[src/rtl/rr_arbiter_hold.sv]
// rr_arbiter_hold: N-way round-robin arbiter for one crossbar output port.
// The registered one-hot grant stays with its owner for as long as the owner
// keeps requesting. On release, the grant passes straight to the next requester
// in rotating order with no idle cycle in between.
// Optional hold timeout: define ARB_TIMEOUT_EN to bound ownership to MAX_HOLD cycles.
module rr_arbiter_hold #(
  parameter int N        = 16,
  parameter int ID_W     = 4,
  parameter int MAX_HOLD = 64
) (
  input  logic            clock,
  input  logic            reset,
  input  logic [N-1:0]    request,
  output logic [N-1:0]    grant,
  output logic            grant_valid,
  output logic [ID_W-1:0] grant_id,
  output logic            timeout_pulse
);

  typedef enum logic {ST_IDLE, ST_OWNED} state_t;

  localparam logic [N-1:0]    ONE_HOT_0 = {{(N-1){1'b0}}, 1'b1};
  localparam logic [ID_W-1:0] LAST_ID   = ID_W'(N - 1);

  state_t          r_state;
  logic [N-1:0]    r_grant;
  logic            r_grantValid;
  logic [ID_W-1:0] r_grantId;
  logic [ID_W-1:0] r_ptr;
  logic            r_timeout;

  logic            w_ownerReq;
  logic            w_forceRelease;
  logic            w_arbitrate;
  logic [N-1:0]    w_scanReq;
  logic            w_hit;
  logic [ID_W-1:0] w_winner;
  logic [ID_W-1:0] w_nextPtr;

  // Empty on purpose: this block is only elaborated for an out-of-range parameter set.
  if ((ID_W != $clog2(N)) || (N < 2) || (MAX_HOLD < 1)) begin : g_illegalParams
  end

  assign w_ownerReq = request[r_grantId];

`ifdef ARB_TIMEOUT_EN
  localparam int              CNT_W     = (MAX_HOLD > 1) ? $clog2(MAX_HOLD) : 1;
  localparam logic [CNT_W-1:0] HOLD_LAST = CNT_W'(MAX_HOLD - 1);

  logic [CNT_W-1:0] r_holdCnt;

  assign w_forceRelease = (r_state == ST_OWNED) && w_ownerReq && (r_holdCnt == HOLD_LAST);

  // Count the cycles of the current ownership; restart on every new or renewed grant
  always_ff @(posedge clock or posedge reset) begin
    if (reset) begin
      r_holdCnt <= '0;
    end else if (w_arbitrate && (w_hit || w_forceRelease)) begin
      r_holdCnt <= '0;
    end else if (r_state == ST_OWNED) begin
      r_holdCnt <= r_holdCnt + 1'b1;
    end
  end
`else
  assign w_forceRelease = 1'b0;
`endif

  // An owner on timeout is removed from the scan, so any other requester is preferred
  assign w_scanReq   = w_forceRelease ? (request & ~r_grant) : request;
  assign w_arbitrate = (r_state == ST_IDLE) || !w_ownerReq || w_forceRelease;
  assign w_nextPtr   = (w_winner == LAST_ID) ? '0 : w_winner + 1'b1;

  // Find the first requester at or after ptr, wrapping through N-1 back to 0
  always_comb begin
    int idx;
    idx      = 0;
    w_hit    = 1'b0;
    w_winner = '0;
    for (int i = 0; i < N; i++) begin
      idx = int'(r_ptr) + i;
      if (idx >= N) begin
        idx = idx - N;
      end
      if (!w_hit && w_scanReq[idx[ID_W-1:0]]) begin
        w_hit    = 1'b1;
        w_winner = idx[ID_W-1:0];
      end
    end
  end

  // Ownership FSM: hold while the owner requests, otherwise hand over or go idle
  always_ff @(posedge clock or posedge reset) begin
    if (reset) begin
      r_state      <= ST_IDLE;
      r_grant      <= '0;
      r_grantValid <= 1'b0;
      r_grantId    <= '0;
      r_ptr        <= '0;
      r_timeout    <= 1'b0;
    end else if (w_arbitrate) begin
      if (w_hit) begin
        r_state      <= ST_OWNED;
        r_grant      <= ONE_HOT_0 << w_winner;
        r_grantValid <= 1'b1;
        r_grantId    <= w_winner;
        r_ptr        <= w_nextPtr;
        r_timeout    <= w_forceRelease;
      end else if (w_forceRelease) begin
        // Sole requester on timeout keeps the grant; ptr already points past it
        r_timeout <= 1'b1;
      end else begin
        r_state      <= ST_IDLE;
        r_grant      <= '0;
        r_grantValid <= 1'b0;
        r_grantId    <= '0;
        r_timeout    <= 1'b0;
      end
    end else begin
      r_timeout <= 1'b0;
    end
  end

  assign grant         = r_grant;
  assign grant_valid   = r_grantValid;
  assign grant_id      = r_grantId;
  assign timeout_pulse = r_timeout;

endmodule
[config.mk]
export PLATFORM = sky130hd
export DESIGN_NAME = rr_arbiter_hold
export DESIGN_NICKNAME = d
export VERILOG_FILES = /design/src/rtl/rr_arbiter_hold.sv
export SDC_FILE = /design/constraint.sdc
export NUM_CORES = 1
export LEC_CHECK = 0
export CORE_MARGIN = 5
export CORE_UTILIZATION = 35
export CTS_BUF_LIST = sky130_fd_sc_hd__clkbuf_8
export CTS_CLUSTER_DIAMETER = 120
export DETAILED_ROUTE_END_ITERATION = 12
export SYNTH_ARGS = -nofsm -noshare
export SYNTH_HDL_FRONTEND = slang
export SYNTH_SLANG_ARGS = --single-unit
[constraint.sdc]
create_clock -name clock -period 4.69 [get_ports clock]
set_input_delay 0.938 -clock clock [delete_from_list [all_inputs] [get_ports clock]]
set_output_delay 0.938 -clock clock [all_outputs]
set_load 0.005 [all_outputs]
==> results.sh <==
export IMPL_antenna_found_initial=0
export IMPL_endpoint_kind="register"
export IMPL_hold_violations=0
export IMPL_max_cap_violations=0
export IMPL_cts_tree="built"
export IMPL_clkSinkCount=25
export IMPL_placed_area_sq_um=4470
export IMPL_hpwlAfterDp_um=9490
export IMPL_status="completed"
export IMPL_wire_per_inst_um=20.6
export IMPL_final_setup_viol_count=0
export IMPL_grt_pass1_wl_um=19300
export IMPL_ant_nets=0
export IMPL_rsz0062_at_grt="false"
export IMPL_nets=484
export IMPL_grt_use_total=0.184
export IMPL_path_cells="clkdlybuf4s50_1 > mux2_2 > mux4_2 > mux2_2 > nor3_4 > nand3_4 > nand2b_1 > nor3b_2 > o22ai_1 > a22o_1 > inv_1 > ha_1 > nand2_1 > o21ba_1 > a22o_1"
export IMPL_setup_tns_ns=0
export IMPL_period_share=0.953
export IMPL_die_y_um=114
export IMPL_rr_startpoint="r_ptr[0]$_DFFE_PP0P_"
export IMPL_slew_headroom=0.379
export IMPL_clk_insertion_delay_late_ns=0.26
export IMPL_ys_ff_latch=25
export IMPL_grt_ovfl_total=0
export IMPL_synth_edf_count=0
export IMPL_routed_wl_um=12200
export IMPL_slowest_delay_ns=0.53
export IMPL_postCtsSetupBuffers=0
export IMPL_vias=3611
export IMPL_cp_arrival_ns=4.63
export IMPL_layout_drive_gt1_share=0.261
export IMPL_num_rows=38
export IMPL_async_flop_share=1.00
export IMPL_netlist_instances=396
export IMPL_cts_resized=0
export IMPL_cts_root_buffer="clkbuf_8"
export IMPL_whs_endpoint="grant[13]$_DFFE_PP0N_"
export IMPL_cts_clk_slew_worst_paths_ns=0.09
export IMPL_initial_utilization=0.353
export IMPL_area_sequential_sq_um=626
export IMPL_drtIter0Drc=269
export IMPL_r2r_end="r_ptr[0]$_DFFE_PP0P_"
export IMPL_nFillCells=1058
export IMPL_drc=0
export IMPL_antenna_cells=0
export IMPL_synth_ff_type="dfrtp_1"
export IMPL_min_path_type="reg2reg"
export IMPL_syn_cell_area_sq_um=3770
export IMPL_core_area_sq_um=10700
export IMPL_die_x_um=114
export IMPL_slowest_stage="mux4_2"
export IMPL_cts_buffer_depth=2
export IMPL_place_congestion=1.04
export IMPL_syn_area_per_cell_sq_um=9.52
export IMPL_fin_skew_ns=0.00484
export IMPL_cts_max_level=1
export IMPL_reg2reg_depth=15
export IMPL_min_path_cells=1
export IMPL_portBuffers=38
export IMPL_cts_buffers=3
export IMPL_hp_start="grant[13]$_DFFE_PP0N_"
export IMPL_yosys_warnings=0
export IMPL_grt_pass1_vias=3487
export IMPL_fin_crit_ns=4.47
export IMPL_final_cell_area_sq_um=4510
export IMPL_final_common_cell="buf_4"
export IMPL_required_ns=4.85
export IMPL_grt_max_degree=36
export IMPL_vias_per_cell=6.10
export IMPL_crit_fanout=7
export IMPL_synth_fp_nets=427
export IMPL_first_pass_iters=4
export IMPL_critical_path_class="in2reg"
export IMPL_multi_input_area_sq_um=2930
export IMPL_start_kind="input pin"
export IMPL_synth_cell_type_count=73
export IMPL_slew_viol_final=0
export IMPL_r2r_slack_ns=0.33
export IMPL_worstMarginPinSlew_ns=0.931
export IMPL_final_cell_mix="40 x buf_4, 38 x clkdlybuf4s50_1, 32 x mux2i_1, 30 x mux4_2"
export IMPL_die_area_sq_um=13000
export IMPL_ys_seq_area_frac=0.166
export IMPL_area_delta_synth_final_pct=19.7
export IMPL_max_freq_mhz=224
export IMPL_cts_hold_buf=0
export IMPL_io_pins=40
## kinds of logic after synthesis
family                     synth area share
and+or+nand+nor                       0.166
AOI/OAI and AO/OA                     0.210
muxes                                 0.335
buffers and inverters                0.0561
DFF                                   0.166
adders and majority gates            0.0431
xor gates and xnor gates             0.0232
other                              0.000994
## per-stage QoR
stage | hold WS [ns] | instances | utilization | setup WS (ns)
after floorplan | 0.498 | 396 | - | 0.0726
after global placement | 0.492 | 588 | 0.418 | 0.0136
after detailed placement | 0.492 | 588 | 0.418 | -0.0137
after CTS | 0.514 | 592 | 0.422 | 0.251
after global routing | 0.531 | 592 | 0.422 | 0.0626
final | 0.509 | 592 | 0.422 | 0.218
## Yosys cell counts, types with 3 or more instances
| library cell | n | share of area |
|---|---|---|
| mux2i_1 | 32 | 0.085 |
| mux4_2 | 30 | 0.18 |
| nand2_1 | 28 | 0.028 |
| nor2_1 | 28 | 0.028 |
| dfrtp_1 | 25 | 0.17 |
| a21oi_1 | 24 | 0.032 |
| a22o_1 | 20 | 0.046 |
| mux2_2 | 16 | 0.048 |
| o21ai_0 | 16 | 0.021 |
| ha_1 | 13 | 0.043 |
| clkbuf_1 | 10 | 0.010 |
| buf_2 | 9 | 0.012 |
| inv_1 | 8 | 0.0080 |
| nand2b_1 | 8 | 0.013 |
| xnor2_1 | 8 | 0.019 |
| nand3_1 | 7 | 0.0093 |
| o22ai_1 | 7 | 0.012 |
| nor3_1 | 6 | 0.0080 |
| a211oi_1 | 5 | 0.010 |
| mux2_4 | 5 | 0.020 |
| nor2b_1 | 5 | 0.0083 |
| inv_2 | 4 | 0.0040 |
| o211ai_1 | 4 | 0.0080 |
| a221oi_1 | 3 | 0.0070 |
| and2_1 | 3 | 0.0050 |
| buf_4 | 3 | 0.0060 |
| buf_6 | 3 | 0.0090 |
| nor3_2 | 3 | 0.0080 |
| o21bai_1 | 3 | 0.0060 |
| o31ai_1 | 3 | 0.0060 |
## sequential cells by signal, summed over array words and instances (netlist names)
register     cells
grant_id         4
grant_valid      1
grant           16
r_ptr            4
## how the worst max path moves through the flow
| stage | slack (ns) | start | to | cells past startpoint |
|---|---|---|---|---|
| CTS | 0.25 | request[11] | r_ptr[0]$_DFFE_PP0P_ | 15 |
| floorplan | 0.07 | r_ptr[1]$_DFFE_PP0P_ | r_ptr[0]$_DFFE_PP0P_ | 22 |
| detailed placement | -0.01 | request[11] | r_ptr[0]$_DFFE_PP0P_ | 15 |
| global placement | 0.01 | request[3] | r_ptr[0]$_DFFE_PP0P_ | 14 |
| finish | 0.22 | request[11] | r_ptr[0]$_DFFE_PP0P_ | 15 |
| global route | 0.06 | request[11] | r_ptr[2]$_DFFE_PP0P_ | 14 |
## per-layer routing
metal  global-route usage  up-vias  share of wire
met3               0.0191       15          0.067
met5                    0        -              0
li1                     -     1639              -
met2                0.301      165           0.47
met1                0.264     1792           0.45
met4               0.0372        0          0.014
## worst max-delay path: cells and delay by family
family	cells	cell delay [ns]
mux	3	1.22
simple gates	5	0.92
fa+ha+maj	1	0.21
compound gates	4	0.73
buf+inv	2	0.61
## cell type report
type | count | area share
well taps | 140 | 0.0388
repair buffers | 78 | 0.151
clock buffers | 3 | 0.00915
clock inverters | 1 | 0.00111
multi-input cells | 331 | 0.650
flip-flops and latches | 25 | 0.139
inverters | 14 | 0.0116
Power is not shown: default switching activity piles up to over one toggle a cycle in this logic, so the estimate is an artifact.
